===== src/rtl/cpu_pkg.sv =====
// Shared widths, typedefs and constants for the 8-bit core's register file and write-back path.
package cpu_pkg;
  localparam int DATA_W   = 8;
  localparam int ADDR_W   = 3;
  localparam int REG_ZERO = 0;

  typedef logic [DATA_W-1:0] data_t;
  typedef logic [ADDR_W-1:0] reg_addr_t;
endpackage


===== src/rtl/wb_regfile_if.sv =====
// MEM/WB -> write-back/regfile bus; commitCount exists only with WB_COMMIT_COUNT_EN.
interface wb_regfile_if #(
   parameter int DATA_W = cpu_pkg::DATA_W,
   parameter int ADDR_W = cpu_pkg::ADDR_W
);
   logic              memRd;
   logic              regWr;
   logic [DATA_W-1:0] memReadData;
   logic [DATA_W-1:0] aluRes;
   logic [ADDR_W-1:0] rd;
   logic [ADDR_W-1:0] rs1;
   logic [ADDR_W-1:0] rs2;
   logic [DATA_W-1:0] rdData1;
   logic [DATA_W-1:0] rdData2;
   logic [DATA_W-1:0] wbData;
   logic [ADDR_W-1:0] wbRd;
   logic              wbValid;
`ifdef WB_COMMIT_COUNT_EN
   logic [15:0]       commitCount;
`endif

   modport master (
      output memRd, regWr, memReadData, aluRes, rd, rs1, rs2,
      input  rdData1, rdData2, wbData, wbRd, wbValid
`ifdef WB_COMMIT_COUNT_EN
      , input commitCount
`endif
   );

   modport slave (
      input  memRd, regWr, memReadData, aluRes, rd, rs1, rs2,
      output rdData1, rdData2, wbData, wbRd, wbValid
`ifdef WB_COMMIT_COUNT_EN
      , output commitCount
`endif
   );
endinterface


===== src/rtl/regfile_core.sv =====
// Register storage: synchronous clear/write, raw combinational read ports (no bypass or masking).
module regfile_core #(
   parameter int DATA_W = cpu_pkg::DATA_W,
   parameter int ADDR_W = cpu_pkg::ADDR_W,
   parameter int NUM_RD = 2
) (
   input  logic                           clk,
   input  logic                           rst,
   input  logic                           we,
   input  logic [ADDR_W-1:0]              waddr,
   input  logic [DATA_W-1:0]              wdata,
   input  logic [NUM_RD-1:0][ADDR_W-1:0]  raddr,
   output logic [NUM_RD-1:0][DATA_W-1:0]  rdata
);
   localparam int DEPTH = 2 ** ADDR_W;

   logic [DEPTH-1:0][DATA_W-1:0] regs;

   always_ff @(posedge clk) begin
      if (!rst)    regs        <= '0;
      else if (we) regs[waddr] <= wdata;
   end

   for (genvar p = 0; p < NUM_RD; p++) begin : g_rd
      assign rdata[p] = regs[raddr[p]];
   end
endmodule


===== src/rtl/wb_regfile.sv =====
// Write-back mux + register file with R0 masking, same-cycle bypass and reset forcing.
// Optional commit counter enabled by WB_COMMIT_COUNT_EN.
module wb_regfile #(
   parameter int DATA_W   = cpu_pkg::DATA_W,
   parameter int ADDR_W   = cpu_pkg::ADDR_W,
   parameter int ZERO_REG = 1
) (
   input  logic         clk,
   input  logic         rst,
   wb_regfile_if.slave  bus
);
   import cpu_pkg::*;

   localparam logic [ADDR_W-1:0] R0 = ADDR_W'(REG_ZERO);

   logic [DATA_W-1:0]             wb_data;
   logic                          wb_valid;
   logic [1:0][ADDR_W-1:0]        rs_a;
   logic [1:0][DATA_W-1:0]        raw;
   logic [1:0][DATA_W-1:0]        rd_q;

   assign wb_data  = bus.memRd ? bus.memReadData : bus.aluRes;
   // Reset gates wbValid so a colliding write never reaches storage or the bypass.
   assign wb_valid = rst & bus.regWr & ~((ZERO_REG != 0) && (bus.rd == R0));
   assign rs_a     = {bus.rs2, bus.rs1};

   regfile_core #(.DATA_W(DATA_W), .ADDR_W(ADDR_W), .NUM_RD(2)) u_core (
      .clk   (clk),
      .rst   (rst),
      .we    (wb_valid),
      .waddr (bus.rd),
      .wdata (wb_data),
      .raddr (rs_a),
      .rdata (raw)
   );

   for (genvar p = 0; p < 2; p++) begin : g_port
      always_comb begin
         rd_q[p] = raw[p];
         if (!rst)                                     rd_q[p] = '0;
         else if ((ZERO_REG != 0) && (rs_a[p] == R0))  rd_q[p] = '0;
         else if (wb_valid && (rs_a[p] == bus.rd))     rd_q[p] = wb_data;
      end
   end

   assign bus.rdData1 = rd_q[0];
   assign bus.rdData2 = rd_q[1];
   assign bus.wbData  = wb_data;
   assign bus.wbRd    = bus.rd;
   assign bus.wbValid = wb_valid;

`ifdef WB_COMMIT_COUNT_EN
   logic [15:0] commit_cnt;

   always_ff @(posedge clk) begin
      if (!rst)                                   commit_cnt <= '0;
      else if (wb_valid && commit_cnt != 16'hFFFF) commit_cnt <= commit_cnt + 16'd1;
   end

   assign bus.commitCount = commit_cnt;
`endif
endmodule


===== src/flat_wrapper.sv =====
// flat-port wrapper written by rule: the top's interface ports become plain ports
module wb_regfile_flat import cpu_pkg::*;
#(
   parameter int DATA_W   = cpu_pkg::DATA_W,
   parameter int ADDR_W   = cpu_pkg::ADDR_W,
   parameter int ZERO_REG = 1
)
  (clk, rst, bus_memRd, bus_regWr, bus_memReadData, bus_aluRes, bus_rd, bus_rs1, bus_rs2, bus_rdData1, bus_rdData2, bus_wbData, bus_wbRd, bus_wbValid);
  wb_regfile_if #(.DATA_W(DATA_W), .ADDR_W(ADDR_W)) bus_i ();
  input  logic clk;
  input  logic rst;
  input wire logic [$bits(bus_i.memRd)-1:0] bus_memRd;
  input wire logic [$bits(bus_i.regWr)-1:0] bus_regWr;
  input wire logic [$bits(bus_i.memReadData)-1:0] bus_memReadData;
  input wire logic [$bits(bus_i.aluRes)-1:0] bus_aluRes;
  input wire logic [$bits(bus_i.rd)-1:0] bus_rd;
  input wire logic [$bits(bus_i.rs1)-1:0] bus_rs1;
  input wire logic [$bits(bus_i.rs2)-1:0] bus_rs2;
  output wire logic [$bits(bus_i.rdData1)-1:0] bus_rdData1;
  output wire logic [$bits(bus_i.rdData2)-1:0] bus_rdData2;
  output wire logic [$bits(bus_i.wbData)-1:0] bus_wbData;
  output wire logic [$bits(bus_i.wbRd)-1:0] bus_wbRd;
  output wire logic [$bits(bus_i.wbValid)-1:0] bus_wbValid;
  assign bus_i.memRd = bus_memRd;
  assign bus_i.regWr = bus_regWr;
  assign bus_i.memReadData = bus_memReadData;
  assign bus_i.aluRes = bus_aluRes;
  assign bus_i.rd = bus_rd;
  assign bus_i.rs1 = bus_rs1;
  assign bus_i.rs2 = bus_rs2;
  assign bus_rdData1 = bus_i.rdData1;
  assign bus_rdData2 = bus_i.rdData2;
  assign bus_wbData = bus_i.wbData;
  assign bus_wbRd = bus_i.wbRd;
  assign bus_wbValid = bus_i.wbValid;
  wb_regfile #(.DATA_W(DATA_W), .ADDR_W(ADDR_W), .ZERO_REG(ZERO_REG)) u_core (.clk(clk), .rst(rst), .bus(bus_i));
endmodule

===== config.mk =====
export PLATFORM = sky130hd
export DESIGN_NAME = wb_regfile_flat
export DESIGN_NICKNAME = d
export VERILOG_FILES = /design/src/rtl/cpu_pkg.sv /design/src/rtl/wb_regfile_if.sv /design/src/rtl/regfile_core.sv /design/src/rtl/wb_regfile.sv /design/src/flat_wrapper.sv
export SDC_FILE = /design/constraint.sdc
export NUM_CORES = 1
export LEC_CHECK = 0
export BUFFER_PORTS_ARGS = -buffer_cell sky130_fd_sc_hd__buf_2
export CORE_ASPECT_RATIO = 0.5
export CORE_MARGIN = 4
export CORE_UTILIZATION = 57
export CTS_CLUSTER_SIZE = 16
export DETAILED_ROUTE_END_ITERATION = 10
export GPL_ROUTABILITY_DRIVEN = 0
export PLACE_DENSITY_LB_ADDON = 0.05
export SYNTH_ARGS = -nofsm -noshare
export SYNTH_HDL_FRONTEND = slang
export SYNTH_SLANG_ARGS = --single-unit

===== constraint.sdc =====
create_clock -name clk -period 2.3 [get_ports clk]
set_input_delay 0.46 -clock clk [delete_from_list [all_inputs] [get_ports clk]]
set_output_delay 0.46 -clock clk [all_outputs]
set_load 0.01 [all_outputs]

# Word level (Yosys, flattened, before mapping)
# Index checks and enable logic that the tools add are counted.
op_classes:
  shifts: 0
  addsub: 0
  eq_ne: 2
  div: 0
  reduce_logical: 6
  muxes: 14
  multipliers: 0
  bitwise: 3
  n_lt_le_gt_ge: 4
ops:
  columns: ["cell", "count"]
  rows:
  - ["$mux 8", 10]
  - ["$bwmux 64", 1]
  - ["$bmux 8 s3", 2]
  - ["$demux 8 s3", 1]
  - ["$lt 3x4->1 const B", 3]
  - ["$logic_not 3->1", 3]
  - ["$eq 3x3->1", 2]
  - ["$ge 3x1->1 const B", 1]
  - ["$logic_and 1x1->1", 3]
  - ["$and 1x1->1", 2]
  - ["$not 1->1", 1]
totals:
  word_cells: 37
  memories: 0
  latchBits: 0
  ram_bits: 0
  out_inout_bits: 28
  reg_bits: 64
  romBits: 0

# Depth between registers and ports, before layout
logic_depth:
  depth_word: 7
  depth_mapped: 6

# Modules after synthesis
# A second synthesis with hierarchy kept.
hier_totals:
  hier_cells: 397
  area_unflattened_um2: 4176.5
modules_own_cells:
  columns: ["mod", "cells_per_inst", "seq_area_each_um2", "instances", "area_per_inst_um2"]
  rows:
  - ["regfile_core", 330, 1281.2, 1, 3646.0]
  - ["wb_regfile", 67, 0.0, 1, 530.5]

# Worst setup path after synthesis
# Ideal clock, no wire load.
synth_path:
  kind: "input to output"
  start: "input bus_rd[2]"
  end: "output bus_rdData1[2]"
  path_slack_ps: 51
  arrival_time_ps: 1789
  cell_stages: 6
  n_path_buf: 2
  cell_sequence: "buf_2 -> o311ai_4 -> nor4_4 -> buf_4 -> a211oi_1 -> a211oi_1"
synth_via:
  elab_chain_cells: 7
  elab_cells_between_ends: 8
synth_lines:
  columns: ["item", "line", "text"]
  rows:
  - ["from (decl)", "flat_wrapper.sv:16", "input wire logic [$bits(bus_i.rd)-1:0] bus_rd;"]
  - ["$logic_not 3->1", "wb_regfile.sv:24", "assign wb_valid = rst & bus.regWr & ~((ZERO_REG != 0) && (bus.rd == R0));"]
  - ["$not 1->1", "wb_regfile.sv:24", null]
  - ["$and 1x1->1", "wb_regfile.sv:24", null]
  - ["$logic_and 1x1->1 *", "wb_regfile.sv:42", "else if (wb_valid && (rs_a[p] == bus.rd)) rd_q[p] = wb_data;"]
  - ["$mux 8 *", "wb_regfile.sv:42", null]
  - ["$mux 8 *", "wb_regfile.sv:41", "else if ((ZERO_REG != 0) && (rs_a[p] == R0)) rd_q[p] = '0;"]
  - ["$mux 8 *", "wb_regfile.sv:40", "if (!rst) rd_q[p] = '0;"]
  - ["to (decl)", "flat_wrapper.sv:19", "output wire logic [$bits(bus_i.rdData1)-1:0] bus_rdData1;"]
# Every way passes the cells marked *; elsewhere a longest branch is shown, timed or not.

# Final worst setup path
layout_path:
  start: "input bus_rs2[1]"
  end: "output bus_rdData2[0]"
layout_via:
  elab_chain_cells: 5
  elab_cells_between_ends: 8
layout_lines:
  columns: ["item", "line", "text"]
  rows:
  - ["from (decl)", "flat_wrapper.sv:18", "input wire logic [$bits(bus_i.rs2)-1:0] bus_rs2;"]
  - ["$bmux 8 s3 / $eq 3x3->1 (equally long branches)", "regfile_core.sv:25, wb_regfile.sv:42", null]
  - ["$mux 8 (implied by the code) / $logic_and 1x1->1 (equally long branches)", "regfile_core.sv:25, wb_regfile.sv:42", null]
  - ["$mux 8", "wb_regfile.sv:42", null]
  - ["$mux 8 *", "wb_regfile.sv:41", null]
  - ["$mux 8 *", "wb_regfile.sv:40", null]
  - ["to (decl)", "flat_wrapper.sv:20", "output wire logic [$bits(bus_i.rdData2)-1:0] bus_rdData2;"]
# Every way passes the cells marked *; elsewhere a longest branch is shown, timed or not. The select of a mux whose other input is x is not followed.

==> reports/results.ini <==
[clocking]
cts_hold_buf=0
clkLatencyLatePin_ps=330
h-tree-depth=3
cts_sinks=64
numCtsBuffers=9
cts_tree=built
clk_pin_slew_ps=60
clockBufferDepth=2
cts-root-buf=clkbuf_16

[final_layout]
final_util=0.828
final_cell_mix=64 x dfxtp_1, 58 x nand2_1, 56 x o211a_1, 50 x buf_2, 48 x buf_4
drive_above_1_share=0.475
area_delta_synth_final_pct=39.1
fillers=347
final_common_cell=dfxtp_1
largest_registers=u_core.u_core.regs x64
stdcell_area_um2=5100
fin_nets=462
largest_register_ff_count=64
regMostFlops=u_core.u_core.regs
antenna_cells=0
fin_cells=526

[timing]
hold_slack_ps=481
worst_slew_pin_slew_ps=645
min_period_ps=2420
slew_headroom=0.558
rsz0062_at_grt=yes
setup_ws_ps=-123
final_hold_viol_count=0
max_freq_mhz=413
finalSetupViolations=12
drv_slew=0
finClkSkew_ps=0
tns_ps=-380
finalCritPeriodShare=1.05

[detailed_routing]
viasPerCell=6.41
first_iter_violations=342
ant_nets=0
detail_route.wirelength_um=12000
drcViolationCount=0
wl_per_cell_um=22.9
dr.pass1.iters=5
vias=3372

[job]
drv_cap=0

[synth]
synth_xor_area_frac=0.0143
synth-simple-area-share=0.131
synth_area_leaders=dfxtp_1 35%, mux4_2 20%, o211a_1 15%, a211oi_1 6.6%, nand2_1 5.9%
syn_inst=339
synth_top_family_by_area=compound AO/OA/AOI/OAI gates
synthAdderAreaFrac=0
synth_compound_area_frac=0.230
synth_warnings=0
syn_area_per_cell_um2=10.8
syn_nets=368
synth.top_cell.area_share=0.350
yosysTopAreaCell=dfxtp_1
synth-seq-cells=64
ys_types=20
yosysSeqAreaShare=0.350
muxShareOfSynthArea=0.219
synth_area_um2=3660

[min_path]
hold_path_depth=1
hp-start=u_core.u_core.regs[3]
min_path_type=flop to flop
hold_end=u_core.u_core.regs[3]

[die]
rows=20
ioPinCount=57
core_area_um2=6160
fp.dieArea_um2=7850
start_util=0.595
die_y_um=64.7
dieWidth_um=121

[place]
dpl.hpwl_um=7700
numPortBuffers=56
placed_cells=496
placed_area_um2=4300
pre_cts_slack_ps=-153

[worst_setup_path]
crit_required_ps=1840
r2r_setup_slack_ps=1600
crit_path_start_kind=input port
r2r-end=u_core.u_core.regs[13]
crit_path_max_fanout=5
rr_worst_depth=1
critical_path.endpoint_type=output pin
worstSetupPathType=input port to output pin
arrival_ps=1960
r2r-start=u_core.u_core.regs[13]

[global_route]
grt_pass1_vias=3332
grt_pass1_wl_um=17900
grt_max_degree=69
antenna_found_initial=0
grt-ovfl-total=0
grt.total_usage=0.302

[power_and_ir_drop]
p_leak_nw=2.65
clkPwrFrac=0.475
max-vdd-ir-drop_mv=0.478
p_int_mw=2.33
powerDensity_nw_per_um2=608
combPwrFrac=0.153
swShare=0.248
p_seq_frac=0.371
p_sw_mw=0.768
power_mw=3.10

[status]
violations=negative setup slack
status=finished, violations left

==> cells by family (layout without fill, tap and decap cells) <==
family	Yosys count	count (layout)
AO/OA/AOI/OAI	91	91
multiplexers	40	40
flip-flops	64	64
buffers and inverters	44	143
AND/OR/NAND/NOR	94	94
XOR/XNOR	6	6
==> critical path, stage by stage <==
cell and delay (ps):
buf_12 110, buf_8 130, xor2_4 160, nor4_4 380, buf_6 190, a211oi_2 40, a211oi_1 270, buf_2 200
==> worst max path at each step <==
stage,from,slack (ps),end
2_1_floorplan,bus_rd[2],50,bus_rdData1[2]
3_3_place_gp,bus_rs2[1],-150,bus_rdData2[0]
3_5_place_dp,bus_rs2[1],-150,bus_rdData2[0]
4_1_cts,bus_rs2[0],5,bus_rdData2[6]
5_1_grt,bus_rd[2],-110,bus_rdData2[4]
6_report,bus_rs2[1],-120,bus_rdData2[0]
==> cell usage after synthesis <==
master    instances
dfxtp_1          64
nand2_1          58
o211a_1          56
a211oi_1         32
mux4_2           32
clkbuf_1         18
nor2b_1          16
buf_4             9
inv_1             9
and2_1            8
buf_2             8
mux2i_1           8
xor2_1            6
nor3_2            4
nor2_1            3
nand2b_1          2
nor4_4            2
o31ai_1           2
nand3_1           1
o311ai_4          1
==> power groups by stage <==
stage          Sequential [mW]  Combinational (mW)  Clock (mW)
6_report                  1.15               0.475        1.47
5_1_grt                   1.15               0.501        1.55
4_1_cts                   1.15               0.418        1.48
3_5_place_dp              1.17               0.377           0
3_3_place_gp              1.17               0.366           0
2_1_floorplan             1.16               0.226           0
==> per-layer routing <==
layer | vias to the layer above | GRT usage | share of wire | wire, µm
met5 | - | 0 | 0 | 0
met4 | 0 | 0.101 | 0.023 | 272
met3 | 29 | 0.113 | 0.11 | 1360
met2 | 207 | 0.459 | 0.46 | 5480
met1 | 1664 | 0.401 | 0.41 | 4920
li1 | 1472 | - | - | -
==> layout make-up <==
cell class                      instances  area [µm²]  area share
Multi-Input combinational cell        231        2410       0.473
Sequential cell                        64        1280       0.251
Timing Repair Buffer                  118         946       0.186
Clock buffer                           13         250      0.0491
Tap cell                               88         110      0.0216
Clock inverter                          3        65.1      0.0128
Inverter                                9        33.8     0.00663
==> what timing repair did <==
| action | in CTS | in global routing |
|---|---|---|
| gates resized for setup | 30 | 48 |
| pin swaps | 9 | 16 |
| setup buffers | 4 | 7 |
| setup endpoints to repair | 16 | 16 |
| cloned | 2 | 1 |
Note: power is estimated with default switching activity, not from simulation.
